[config.mk]
export PLATFORM = sky130hd
export DESIGN_NAME = keypad_entry
export DESIGN_NICKNAME = d
export VERILOG_FILES = /design/src/rtl/keypad_pkg.sv /design/src/rtl/keypad_scan.sv /design/src/rtl/keypad_entry.sv
export SDC_FILE = /design/constraint.sdc
export NUM_CORES = 1
export LEC_CHECK = 0
export BUFFER_PORTS_ARGS = -buffer_cell sky130_fd_sc_hd__buf_2
export CAP_MARGIN = 40
export CORE_MARGIN = 2
export CORE_UTILIZATION = 35
export CTS_CLUSTER_DIAMETER = 80
export DETAILED_ROUTE_END_ITERATION = 10
export GPL_ROUTABILITY_DRIVEN = 0
export SLEW_MARGIN = 20
export SYNTH_ARGS = -nofsm -noshare
export SYNTH_HDL_FRONTEND = slang
export SYNTH_HIERARCHICAL = 1
export SYNTH_SLANG_ARGS = --single-unit
[constraint.sdc]
create_clock -name clk -period 4.62 [get_ports clk]
set_clock_uncertainty 0.05 [all_clocks]
set_input_delay 0.924 -clock clk [delete_from_list [all_inputs] [get_ports clk]]
set_output_delay 0.924 -clock clk [all_outputs]
set_load 0.005 [all_outputs]
[src/rtl/keypad_pkg.sv]
// keypad_pkg: key codes, keypad index map, operator map and entry states
package keypad_pkg;
   localparam logic [3:0] K_ADD = 4'd10;
   localparam logic [3:0] K_MUL = 4'd11;
   localparam logic [3:0] K_DIV = 4'd12;
   localparam logic [3:0] K_AND = 4'd13;
   localparam logic [3:0] K_OR  = 4'd14;
   localparam logic [3:0] K_EQ  = 4'd15;
   typedef enum logic [1:0] {ENTER_A, ENTER_B, RESULT} entry_state_t;
   function automatic logic [3:0] key_map(input logic [3:0] idx);
      case (idx)
         4'd0:  return 4'd1;
         4'd1:  return 4'd2;
         4'd2:  return 4'd3;
         4'd3:  return K_ADD;
         4'd4:  return 4'd4;
         4'd5:  return 4'd5;
         4'd6:  return 4'd6;
         4'd7:  return K_MUL;
         4'd8:  return 4'd7;
         4'd9:  return 4'd8;
         4'd10: return 4'd9;
         4'd11: return K_DIV;
         4'd12: return K_AND;
         4'd13: return 4'd0;
         4'd14: return K_OR;
         default: return K_EQ;
      endcase
   endfunction
   // operator codes 10..14 map onto do_opt 1..5 in the same order
   function automatic logic [2:0] op_map(input logic [3:0] code);
      return 3'(code - 4'd9);
   endfunction
endpackage

[src/rtl/keypad_scan.sv]
// keypad_scan: row scanning, column sync, frame code and debounced key events
module keypad_scan
   import keypad_pkg::*;
#(
   parameter int SCAN_DIV   = 1000,
   parameter int DEB_FRAMES = 4
) (
   input  logic       clk,
   input  logic       ac,
   input  logic [3:0] kp_col,
   output logic [3:0] kp_row,
   output logic       key_evt,
   output logic [3:0] key_code
);
   localparam int DW = $clog2(SCAN_DIV);
   localparam int SW = $clog2(DEB_FRAMES + 1);
   logic [3:0] col_m, col_s, pressed, hit_idx;
   logic [1:0] row, low_col;
   logic [DW-1:0] dwell;
   logic [SW-1:0] stab, stab_n;
   logic [4:0] prev, frame;
   logic hit, latched, sample, row_hit;
   assign kp_row = ~(4'b0001 << row);
   // frame is {valid, index}; "none" is all zeros so it compares cleanly
   always_comb begin
      sample  = dwell == DW'(SCAN_DIV - 1);
      pressed = ~col_s;
      low_col = pressed[0] ? 2'd0 : pressed[1] ? 2'd1 : pressed[2] ? 2'd2 : 2'd3;
      row_hit = !hit && |pressed;
      frame   = hit ? {1'b1, hit_idx} : |pressed ? {1'b1, row, low_col} : 5'd0;
      stab_n  = frame != prev ? SW'(1) : stab == SW'(DEB_FRAMES) ? stab : stab + SW'(1);
   end
   always_ff @(posedge clk) begin
      if (ac) begin
         col_m    <= 4'hF;
         col_s    <= 4'hF;
         row      <= '0;
         dwell    <= '0;
         hit      <= 1'b0;
         hit_idx  <= '0;
         prev     <= '0;
         stab     <= '0;
         latched  <= 1'b0;
         key_evt  <= 1'b0;
         key_code <= '0;
      end else begin
         col_m   <= kp_col;
         col_s   <= col_m;
         key_evt <= 1'b0;
         dwell   <= sample ? '0 : dwell + DW'(1);
         if (sample) begin
            row <= row + 2'd1;
            if (row == 2'd3) begin
               hit  <= 1'b0;
               prev <= frame;
               stab <= stab_n;
               if (stab_n == SW'(DEB_FRAMES)) begin
                  if (frame[4] && !latched) begin
                     key_evt  <= 1'b1;
                     key_code <= key_map(frame[3:0]);
                     latched  <= 1'b1;
                  end else if (!frame[4]) begin
                     latched <= 1'b0;
                  end
               end
            end else if (row_hit) begin
               hit     <= 1'b1;
               hit_idx <= {row, low_col};
            end
         end
      end
   end
endmodule

[src/rtl/keypad_entry.sv]
// keypad_entry: keypad front end assembling operands, operator and equals pulse
module keypad_entry
   import keypad_pkg::*;
#(
   parameter int SCAN_DIV   = 1000,
   parameter int DEB_FRAMES = 4,
   parameter int EQ_HOLD    = 4
) (
   input  logic       clk,
   input  logic       ac,
   input  logic [3:0] kp_col,
   output logic [3:0] kp_row,
   output logic [3:0] opt_a,
   output logic [3:0] opt_b,
   output logic [2:0] do_opt,
   output logic       equal_to,
   output logic       key_evt,
   output logic [3:0] key_code
);
   localparam int EW = $clog2(EQ_HOLD + 1);
   entry_state_t state, state_n;
   logic [3:0] a_n, b_n;
   logic [2:0] op_n;
   logic [7:0] acc_a, acc_b;
   logic [EW-1:0] eq_cnt, eq_n;
   logic is_digit, is_eq, eq_load;
   keypad_scan #(.SCAN_DIV(SCAN_DIV), .DEB_FRAMES(DEB_FRAMES)) u_scan (
      .clk      (clk),
      .ac       (ac),
      .kp_col   (kp_col),
      .kp_row   (kp_row),
      .key_evt  (key_evt),
      .key_code (key_code)
   );
   always_comb begin
      is_digit = key_code <= 4'd9;
      is_eq    = key_code == K_EQ;
      acc_a    = {4'd0, opt_a} * 8'd10 + {4'd0, key_code};
      acc_b    = {4'd0, opt_b} * 8'd10 + {4'd0, key_code};
      state_n  = state;
      a_n      = opt_a;
      b_n      = opt_b;
      op_n     = do_opt;
      eq_load  = 1'b0;
      if (key_evt) begin
         case (state)
            ENTER_A:
               if (is_digit) a_n = acc_a <= 8'd15 ? acc_a[3:0] : opt_a;
               else if (!is_eq) begin
                  op_n    = op_map(key_code);
                  b_n     = '0;
                  state_n = ENTER_B;
               end
            ENTER_B:
               if (is_digit) b_n = acc_b <= 8'd15 ? acc_b[3:0] : opt_b;
               else if (is_eq) begin
                  eq_load = 1'b1;
                  state_n = RESULT;
               end else op_n = op_map(key_code);
            RESULT:
               if (is_digit) begin
                  a_n     = key_code;
                  b_n     = '0;
                  op_n    = '0;
                  state_n = ENTER_A;
               end else if (is_eq) eq_load = 1'b1;
               else begin
                  op_n    = op_map(key_code);
                  b_n     = '0;
                  state_n = ENTER_B;
               end
            default: state_n = ENTER_A;
         endcase
      end
      eq_n = eq_load ? EW'(EQ_HOLD) : eq_cnt != '0 ? eq_cnt - EW'(1) : '0;
   end
   always_ff @(posedge clk) begin
      if (ac) begin
         state    <= ENTER_A;
         opt_a    <= '0;
         opt_b    <= '0;
         do_opt   <= '0;
         eq_cnt   <= '0;
         equal_to <= 1'b0;
      end else begin
         state    <= state_n;
         opt_a    <= a_n;
         opt_b    <= b_n;
         do_opt   <= op_n;
         eq_cnt   <= eq_n;
         equal_to <= eq_n != '0;
      end
   end
endmodule
==> impl_metrics.toml, run 1 <==
[synthesis]
synth-compound-area-share_pct = 19.5
ys.flop_type = "dfxtp_1"
syn_avg_cell_area_um2 = 8.88
async_reset_ff_share_pct = 0
synth.area.mux_share_pct = 3.13
synth_edf_count = 0
synth_fa_ha_area_share_pct = 14.6
netlist_instances = 400
ys_types = 73
ys.warnings.count = 6
ys_seq_elements = 56
synth_xor_xnor_area_share_pct = 3.91
synth_top_family_by_area = "simple AND/OR/NAND/NOR gates"
synthSimpleGateAreaFrac_pct = 22.7
synth_seq_area_share_pct = 31.6
syn_nets = 445
netlist_area_um2 = 3550

[detailed_routing]
drt_iter0_drc = 105
first_pass_iters = 4
ant_nets = 0
wirelength_um = 7050
drc = 0
drt-vias-per-instance = 5.11
drt-wirelength-per-cell_um = 12.6
vias = 2855

[global_route]
antenna_found_initial = 0
grt_max_degree = 50
grt_pass1_wl_um = 12400
grtUsageTotal_pct = 13.1
grt-ovfl-total = 0
grt_pass1_vias = 2745

[floorplanning]
die_h_um = 105
start_util_pct = 36.2
die_area_um2 = 11000
row_count = 36
core-area_um2 = 9820
die_w_um = 105
io_pins = 27

[finish]
finalNetCount = 470
multi_input_area_um2 = 2270
design_area_um2 = 3920
register_area_um2 = 1120
utilization_pct = 40.0
diodes = 0
fillerInstances = 1010
drive_gt1_share_pct = 15.5
area.growth.synth_to_final_pct = 10.5

[clocking]
cts_buffer_depth = 2
path_clk_slew_ps = 100
h-tree-depth = 2
post_cts_buffers = 0
post_cts_resized = 0
numClockSinks = 56
tritoncts = "yes"
insertion_delay_ps = 300
root_buffer = "clkbuf_8"
numCtsBuffers = 5
hold_buffers = 0

[sta]
tightestPinTransition_ps = 827
slew_viol_final = 0
max_freq_ghz = 0.357
finalSetupTns_ps = 0
fin_crit_sh_pct = 60.6
holdWs_ps = 367
finalHoldViolations = 0
rsz0062_at_grt = "no"
max_slew_margin_pct = 44.4
setup_viol = 0
min_period_ps = 2800

[place]
io_buffer_count = 26
dp_hpwl_um = 5160
placed_area_um2 = 3800

[setup_path]
crit_fanout = 8
crit_path_start_kind = "register"
worstPathRequired_ps = 4770
crit_path_end_kind = "register"
crit_type = "register to register"
arrival_ps = 2940

[power]
p_leak_nw = 1.65
power.density_nw_per_um2 = 211
irDropWorstVdd_uv = 140
power.total_w = 0.000829

[hold_path]
min_path_type = "register to register"

[run_status]
status = "finished, final reports clean"

[run]
max_cap_viol_count = 0
kinds of logic after synthesis:
kind of cell,after synthesis
xor+xnor,15
flops,56
simple gates,149
compound gates,91
buf+inv,40
mux,10
fa+ha+maj,39
power breakdown:
group	switching (W)	internal, W
Sequential	0.00000521	0.000489
Combinational	0.0000356	0.0000237
Clock	0.000154	0.000122
placed cells by master (no fill, tap or decap), types with 3 or more instances in the layout:
cell type / count
nor3_1: 10
o211a_1: 3
xor2_1: 5
a221o_1: 3
ha_1: 35
nor2_1: 42
fa_1: 4
nand4_1: 8
nor2b_1: 6
xnor2_1: 9
buf_2: 26
a21o_1: 4
nor3b_1: 5
dfxtp_1: 56
and3_1: 5
nand2_1: 31
a211oi_1: 5
mux2i_1: 7
inv_1: 31
or2_2: 10
nand2b_1: 5
clkbuf_8: 6
o211ai_1: 3
o21ai_0: 9
a21oi_1: 29
o31ai_1: 3
a311oi_1: 3
nand3_1: 7
a31oi_1: 5
registers in the layout, indices dropped and copies added, names as in the netlist, 2 cells and up:
name / cells
u_scan/hit_idx: 4
opt_b: 4
u_scan/row: 2
u_scan/dwell: 10
eq_cnt: 3
state: 2
u_scan/prev: 5
u_scan/col_m: 4
opt_a: 4
do_opt: 3
u_scan/stab: 3
u_scan/key_code: 4
u_scan/col_s: 4
cell usage after synthesis (all sizes together) (2+ instances only):
| master | n | area, um2 |
|---|---|---|
| buf | 4 | 27.5 |
| nor4 | 4 | 46.3 |
| and3 | 6 | 38.8 |
| a211oi | 5 | 37.5 |
| o21bai | 2 | 26.3 |
| nand2b | 6 | 40.0 |
| nand3 | 8 | 52.6 |
| o22ai | 2 | 12.5 |
| o211a | 3 | 30.0 |
| o31ai | 4 | 43.8 |
| a31oi | 6 | 52.6 |
| a21oi | 30 | 161 |
| xor2 | 5 | 43.8 |
| nand2 | 31 | 116 |
| clkbuf | 5 | 18.8 |
| nand3b | 2 | 15.0 |
| o21ai | 9 | 45.0 |
| a2bb2oi | 2 | 17.5 |
| and2 | 2 | 12.5 |
| mux2 | 3 | 41.3 |
| a221o | 3 | 30.0 |
| mux2i | 7 | 70.1 |
| xnor2 | 10 | 95.1 |
| a311oi | 3 | 26.3 |
| and4b | 2 | 21.3 |
| nor3 | 11 | 60.1 |
| ha | 35 | 438 |
| inv | 31 | 116 |
| fa | 4 | 80.1 |
| nor2 | 43 | 169 |
| o21a | 2 | 15.0 |
| or2 | 10 | 62.6 |
| dfxtp | 56 | 1120 |
| nor3b | 5 | 37.5 |
| nor2b | 6 | 37.5 |
| and4 | 2 | 20.0 |
| nand4 | 8 | 50.1 |
| a21o | 5 | 38.8 |
| o211ai | 3 | 22.5 |
worst max-delay path: stages (launching register included):
cell and delay [ps]:
dfxtp_1 480, ha_1 290, ha_1 220, fa_1 520, and4b_2 230, nor3_1 420
nor4_4 110, a221o_1 370
through the flow:
step           cells  setup slack, ps
6_report         559             1820
5_1_grt          559             1690
4_1_cts          558             1830
3_5_place_dp     550             1840
3_3_place_gp     550             1940
2_1_floorplan    400             2030
worst paths after layout:
check	from	to	slack (ps)	cells after the start
hold / removal	u_scan/col_m[0]	u_scan/col_s[0]	370	1
hold reg to reg	u_scan/col_m[0]	u_scan/col_s[0]	370	1
setup reg to reg	opt_b[3]	opt_b[2]	1820	7
setup / recovery	opt_b[3]	opt_b[2]	1820	7
per-layer routing:
| metal | part of all wire, % | track usage (%) | up-vias |
|---|---|---|---|
| met4 | 0.21 | 2.10 | 0 |
| met2 | 46 | 23.1 | 39 |
| met3 | 2.8 | 2.12 | 2 |
| li1 | - | - | 1470 |
| met5 | 0 | 0 | - |
| met1 | 50 | 17.0 | 1344 |
layout make-up:
cell class / instances / share of cell area [%]
clock buffer: 7 / 2.20
clock inverter: 1 / 0.191
inverter: 31 / 2.97
timing repair buffer: 27 / 4.02
sequential: 56 / 28.6
multi-input combinational: 304 / 57.8
tap: 133 / 4.24
No activity file was read; power rests on OpenSTA's default activity.
==> run 2, diff against run 1 <==
==> constraint.sdc (replaced) <==
create_clock -name clk -period 2.9 [get_ports clk]
set_clock_uncertainty 0.05 [all_clocks]
set_input_delay 0.58 -clock clk [delete_from_list [all_inputs] [get_ports clk]]
set_output_delay 0.58 -clock clk [all_outputs]
set_load 0.005 [all_outputs]
==> run 2 against run 1 <==
  * Sequential share of layout area fell by 0.10 points
  * Register-to-register slack got worse by 1600 ps
  * Hold slack improved by 5.2 ps
  * Critical path depth unchanged
  * Non-clock buffer count rose by 5
==> impl_metrics.toml, run 2 (same netlist as run 1, synthesis figures left out) <==
[run_status]
status = "finished, final reports clean"

[finish]
largest_reg_flops = 10
register_area_um2 = 1120
utilization_pct = 40.2
final_cell_mix = "dfxtp_1 (55), nor2_1 (42), ha_1 (35)"
area.growth.synth_to_final_pct = 11.0
finalNetCount = 475
regMostFlops = "u_scan/dwell"
fillerInstances = 1013
drive_gt1_share_pct = 16.9
final_common_cell = "dfxtp_1"
top_regs = "u_scan/dwell x10, u_scan/prev x5"
diodes = 0
multi_input_area_um2 = 2270

[setup_path]
r2r_start = "opt_b[3]"
crit_type = "register to register"
crit_path_start_kind = "register"
worstPathRequired_ps = 3060
reg2regPathDepth = 7
r2r_setup_slack_ps = 180
crit_fanout = 8
arrival_ps = 2890
reg2reg_to = "opt_b[2]"
crit_path_end_kind = "register"

[sta]
rsz0062_at_grt = "no"
finalHoldViolations = 0
tightestPinTransition_ps = 640
max_freq_ghz = 0.367
fin_crit_sh_pct = 93.9
finalSetupTns_ps = 0
slew_viol_final = 0
max_slew_margin_pct = 57.0
setup_viol = 0
min_period_ps = 2720

[clocking]
numCtsBuffers = 5
cts_buffer_depth = 2
path_clk_slew_ps = 120
root_buffer = "clkbuf_8"
insertion_delay_ps = 310
tritoncts = "yes"
post_cts_buffers = 0
h-tree-depth = 2
numClockSinks = 56

[detailed_routing]
first_pass_iters = 4
drt-vias-per-instance = 5.11
drt_iter0_drc = 103
vias = 2881
ant_nets = 0
drt-wirelength-per-cell_um = 12.6
wirelength_um = 7110
drc = 0

[power]
irDropWorstVdd_uv = 206
power.density_nw_per_um2 = 336
p_leak_nw = 1.67

[hold_path]
min_path_type = "register to register"
holdPathEnd = "u_scan/col_s[3]"
min_from = "u_scan/col_m[3]"
whs_path_depth = 1

[run]
max_cap_viol_count = 0

[global_route]
grt_pass1_vias = 2740
grtUsageTotal_pct = 13.2
grt_pass1_wl_um = 12300
antenna_found_initial = 0
grt_max_degree = 42
grt-ovfl-total = 0

[floorplanning]
core-area_um2 = 9820
start_util_pct = 36.2
die_h_um = 105
die_area_um2 = 11000
row_count = 36
io_pins = 27
die_w_um = 105

[place]
io_buffer_count = 26
dp_hpwl_um = 5390
==> run 2: cell types whose count changed in the layout (fill, tap and decap cells not counted) <==
cell / previous run / this run
clkbuf_8: 6 / 5
inv_6: 0 / 2
dfxtp_2: 0 / 1
buf_4: 0 / 6
buf_16: 1 / 0
clkbuf_1: 1 / 0
dfxtp_1: 56 / 55
==> run 2: layout make-up <==
class                      instances  area share (%)
inverter                          31            2.95
clock inverter                     3           0.635
clock buffer                       5            1.75
tap                              133            4.22
sequential                        56            28.5
timing repair buffer              32            4.44
multi-input combinational        304            57.5
==> run 2: where the power goes <==
part | switching, W | total, W | internal, W | leakage (nW)
clock | 0.000270 | 0.000447 | 0.000177 | 0.0452
sequential | 0.00000818 | 0.000787 | 0.000779 | 0.454
combinational | 0.0000550 | 0.0000909 | 0.0000359 | 1.17
==> run 2: timing repair <==
item                                    in CTS  in global routing
endpoints found under the hold margin        0                  0
resized for setup                            0                  1
hold buffers                                 0                  0
endpoints found under the setup margin       0                  3
==> run 2: worst max-delay path, stage by stage, from the launching register on <==
cell and delay, ps:
dfxtp_2 420, ha_1 260, ha_1 230, fa_1 530
and4b_2 230, nor3_1 440, nor4_4 110, a221o_1 360
==> run 2: worst max path at each step <==
stage | from | to | slack (ps) | cells past startpoint
after floorplan | opt_b[3] | opt_b[0] | 310 | 7
after global placement | opt_b[3] | opt_b[1] | 210 | 7
after detailed placement | opt_b[3] | opt_b[1] | 110 | 7
after CTS | opt_b[3] | opt_b[1] | 90 | 7
after global routing | opt_b[3] | opt_b[1] | 70 | 8
final | opt_b[3] | opt_b[2] | 180 | 7
==> run 2: routing by layer <==
layer  global-route usage [%]  vias up  wire length, um
met2                     22.7       43             3330
met4                     2.38        0               55
met5                        0        -                0
li1                         -     1484                -
met1                     17.5     1348             3480
met3                     2.18        6              253
==> run 2: metrics by stage <==
stage	setup WS (ps)	instances	instance area [um2]	hold slack [ps]	total power, W
CTS	90.5	564	3940	374	0.00135
detailed placement	113	556	3850	345	0.000897
global route	74.2	564	3940	376	0.00139
global placement	214	556	3850	342	0.000894
floorplan	314	400	3550	339	0.000873
finish	176	564	3940	372	0.00132
==> run 3, diff against run 2 <==
--- a/config.mk
+++ b/config.mk
@@ -5,7 +5,8 @@
 export SDC_FILE = /design/constraint.sdc
 export NUM_CORES = 1
 export LEC_CHECK = 0
-export BUFFER_PORTS_ARGS = -buffer_cell sky130_fd_sc_hd__buf_2
+export ABC_AREA = 1
+export BUFFER_PORTS_ARGS = -buffer_cell sky130_fd_sc_hd__clkbuf_2
 export CAP_MARGIN = 40
 export CORE_MARGIN = 2
 export CORE_UTILIZATION = 35
==> run 3 against run 2 <==
  * Count of clock-buffer cells in the layout is 1 higher
  * Power is 0.18% lower
  * Cell count is 14% higher
  * Setup slack better by 240 ps
  * Sequential share of layout area is 0.61 points higher
==> impl_metrics.toml, run 3 <==
[synthesis]
async_reset_ff_share_pct = 0
synth_edf_count = 0
ys_types = 43
synthTopCellsByCount = "nand2_1 (117), inv_1 (69), dfxtp_1 (56), nor2_1 (42), ha_1 (35)"
netlist_area_um2 = 3490
yosys-top-cells-area = "dfxtp_1 (32%), nand2_1 (13%), ha_1 (13%)"
synth_seq_area_share_pct = 32.1
synth_most_common_cell = "nand2_1"
synth_area_leader_cell = "dfxtp_1"
syn_nets = 528
netlist_instances = 483
ys.flop_type = "dfxtp_1"
ys_seq_elements = 56
synth_top_area_share_pct = 32.1
syn_avg_cell_area_um2 = 7.23
ys.warnings.count = 6

[clocking]
numCtsBuffers = 5
insertion_delay_ps = 300
h-tree-depth = 2
tritoncts = "yes"
hold_buffers = 0
path_clk_slew_ps = 100
post_cts_resized = 0
numClockSinks = 56
cts_buffer_depth = 2
post_cts_buffers = 0
root_buffer = "clkbuf_8"

[floorplanning]
die_w_um = 104
core-area_um2 = 9730
io_pins = 27
row_count = 36
start_util_pct = 35.9
die_h_um = 104
die_area_um2 = 10800

[hold_path]
whs_path_depth = 1
min_path_type = "register to register"
holdPathEnd = "u_scan/col_s[2]"
min_from = "u_scan/col_m[2]"

[sta]
finalHoldViolations = 0
rsz0062_at_grt = "no"
max_slew_margin_pct = 64.0
min_period_ps = 2480
slew_viol_final = 0
fin_crit_sh_pct = 85.5
max_freq_ghz = 0.403
holdWs_ps = 366
tightestPinTransition_ps = 536
finalSetupTns_ps = 0
setup_viol = 0

[setup_path]
crit_path_start_kind = "register"
r2r_start = "opt_b[3]"
cpMaxStageDelayCell = "dfxtp_1"
crit_path_end_kind = "register"
cpMostUsedCell = "nand2_1"
reg2reg_to = "opt_b[0]"
r2r_setup_slack_ps = 420
crit_chain = "ha_1 -> ha_1 -> fa_1 -> inv_1 -> nor2_1 -> nand3_1 -> nand2_1 -> nand2_1 -> o21ai_2 -> nand2_1 -> nand2_1 -> a21oi_1"
arrival_ps = 2630
slowest_delay_ps = 480
worstPathRequired_ps = 3050
reg2regPathDepth = 12
crit_fanout = 8
crit_type = "register to register"

[finish]
largest_reg_flops = 10
drive_gt1_share_pct = 13.9
final_cell_mix = "nand2_1 (117), inv_1 (69), dfxtp_1 (56)"
area.growth.synth_to_final_pct = 10.4
finalNetCount = 556
regMostFlops = "u_scan/dwell"
diodes = 0
final_common_cell = "nand2_1"
top_regs = "u_scan/dwell x10, u_scan/prev x5"

[global_route]
grtUsageTotal_pct = 13.4
grt_pass1_vias = 2906
grt_max_degree = 17
antenna_found_initial = 0
grt_pass1_wl_um = 12300
grt-ovfl-total = 0

[detailed_routing]
wirelength_um = 6910
drt_iter0_drc = 88
drc = 0
drt-vias-per-instance = 4.68
ant_nets = 0
drt-wirelength-per-cell_um = 10.7
vias = 3018
first_pass_iters = 4

[power]
power.density_nw_per_um2 = 343
irDropWorstVdd_uv = 242
p_leak_nw = 1.73

[place]
io_buffer_count = 26
dp_hpwl_um = 5390

[run_status]
status = "finished, final reports clean"

[run]
max_cap_viol_count = 0
==> run 3: changes by cell type in the layout (fill, tap and decap cells not counted), moves of 6 or more <==
cell      delta
buf_2       -26
mux2i_1      -7
o21ai_0     +11
nand2_2      +8
nand2_1     +86
nor2b_1      -6
a21oi_1     -11
clkbuf_2    +26
nand3_1     +22
inv_1       +38
==> run 3: final cells by class <==
class                   instances  area, um2
clock buffers                   6       82.6
well taps                     133        166
repair buffers                 28        145
inverters                      72        273
flip-flops and latches         56       1120
clock inverters                 2       10.0
multi-input cells             348       2060
fillers                      1066       5870
==> run 3: per-layer routing <==
layer / wire length [um] / part of all wire [%] / GRT usage [%]
met4: 71 / 1.0 / 2.90
met3: 164 / 2.4 / 2.19
met5: 0 / 0 / 0
met2: 3310 / 48 / 23.9
met1: 3370 / 49 / 16.9
==> run 3: cells by family (layout without fill, tap and decap cells) <==
group / after synthesis / count (layout) / synth area share [%]
flops: 56 / 56 / 32.1
simple gates: 238 / 238 / 31.6
buf+inv: 79 / 108 / 8.96
fa+ha+maj: 39 / 39 / 14.8
xor+xnor: 8 / 8 / 2.01
compound gates: 63 / 63 / 10.5
==> run 3: metrics by stage <==
step	total power (W)	utilization [%]	setup slack, ps	std cells	instance area [um2]
after floorplan	0.000879	-	639	483	3490
after global placement	0.000899	38.7	465	637	3760
after detailed placement	0.000902	38.7	420	637	3760
after CTS	0.00135	39.6	405	645	3850
after global routing	0.00139	39.6	182	645	3850
final	0.00132	39.6	420	645	3850
==> run 3: worst max path at each step <==
stage	cells after the start	to	slack (ps)	from
2_1_floorplan	12	opt_b[1]	640	opt_b[1]
3_3_place_gp	11	opt_a[2]	470	opt_a[3]
3_5_place_dp	11	opt_a[0]	420	opt_a[3]
4_1_cts	12	opt_b[1]	400	opt_b[1]
5_1_grt	13	opt_b[2]	180	opt_b[3]
6_report	12	opt_b[0]	420	opt_b[3]
==> run 3: critical path, delay by kind of cell, from the launching register on <==
| family | cells | cell delay [ps] |
|---|---|---|
| DFF | 1 | 480 |
| buffers and inverters | 1 | 50 |
| adders and majority gates | 3 | 1000 |
| AOI/OAI and AO/OA | 2 | 250 |
| and+or+nand+nor | 6 | 560 |
==> run 3: where the power goes <==
part           internal, W  leakage, nW  switching, W
sequential        0.000778        0.454    0.00000675
combinational    0.0000354         1.23     0.0000624
clock             0.000191       0.0510      0.000248
total              0.00101         1.73      0.000318
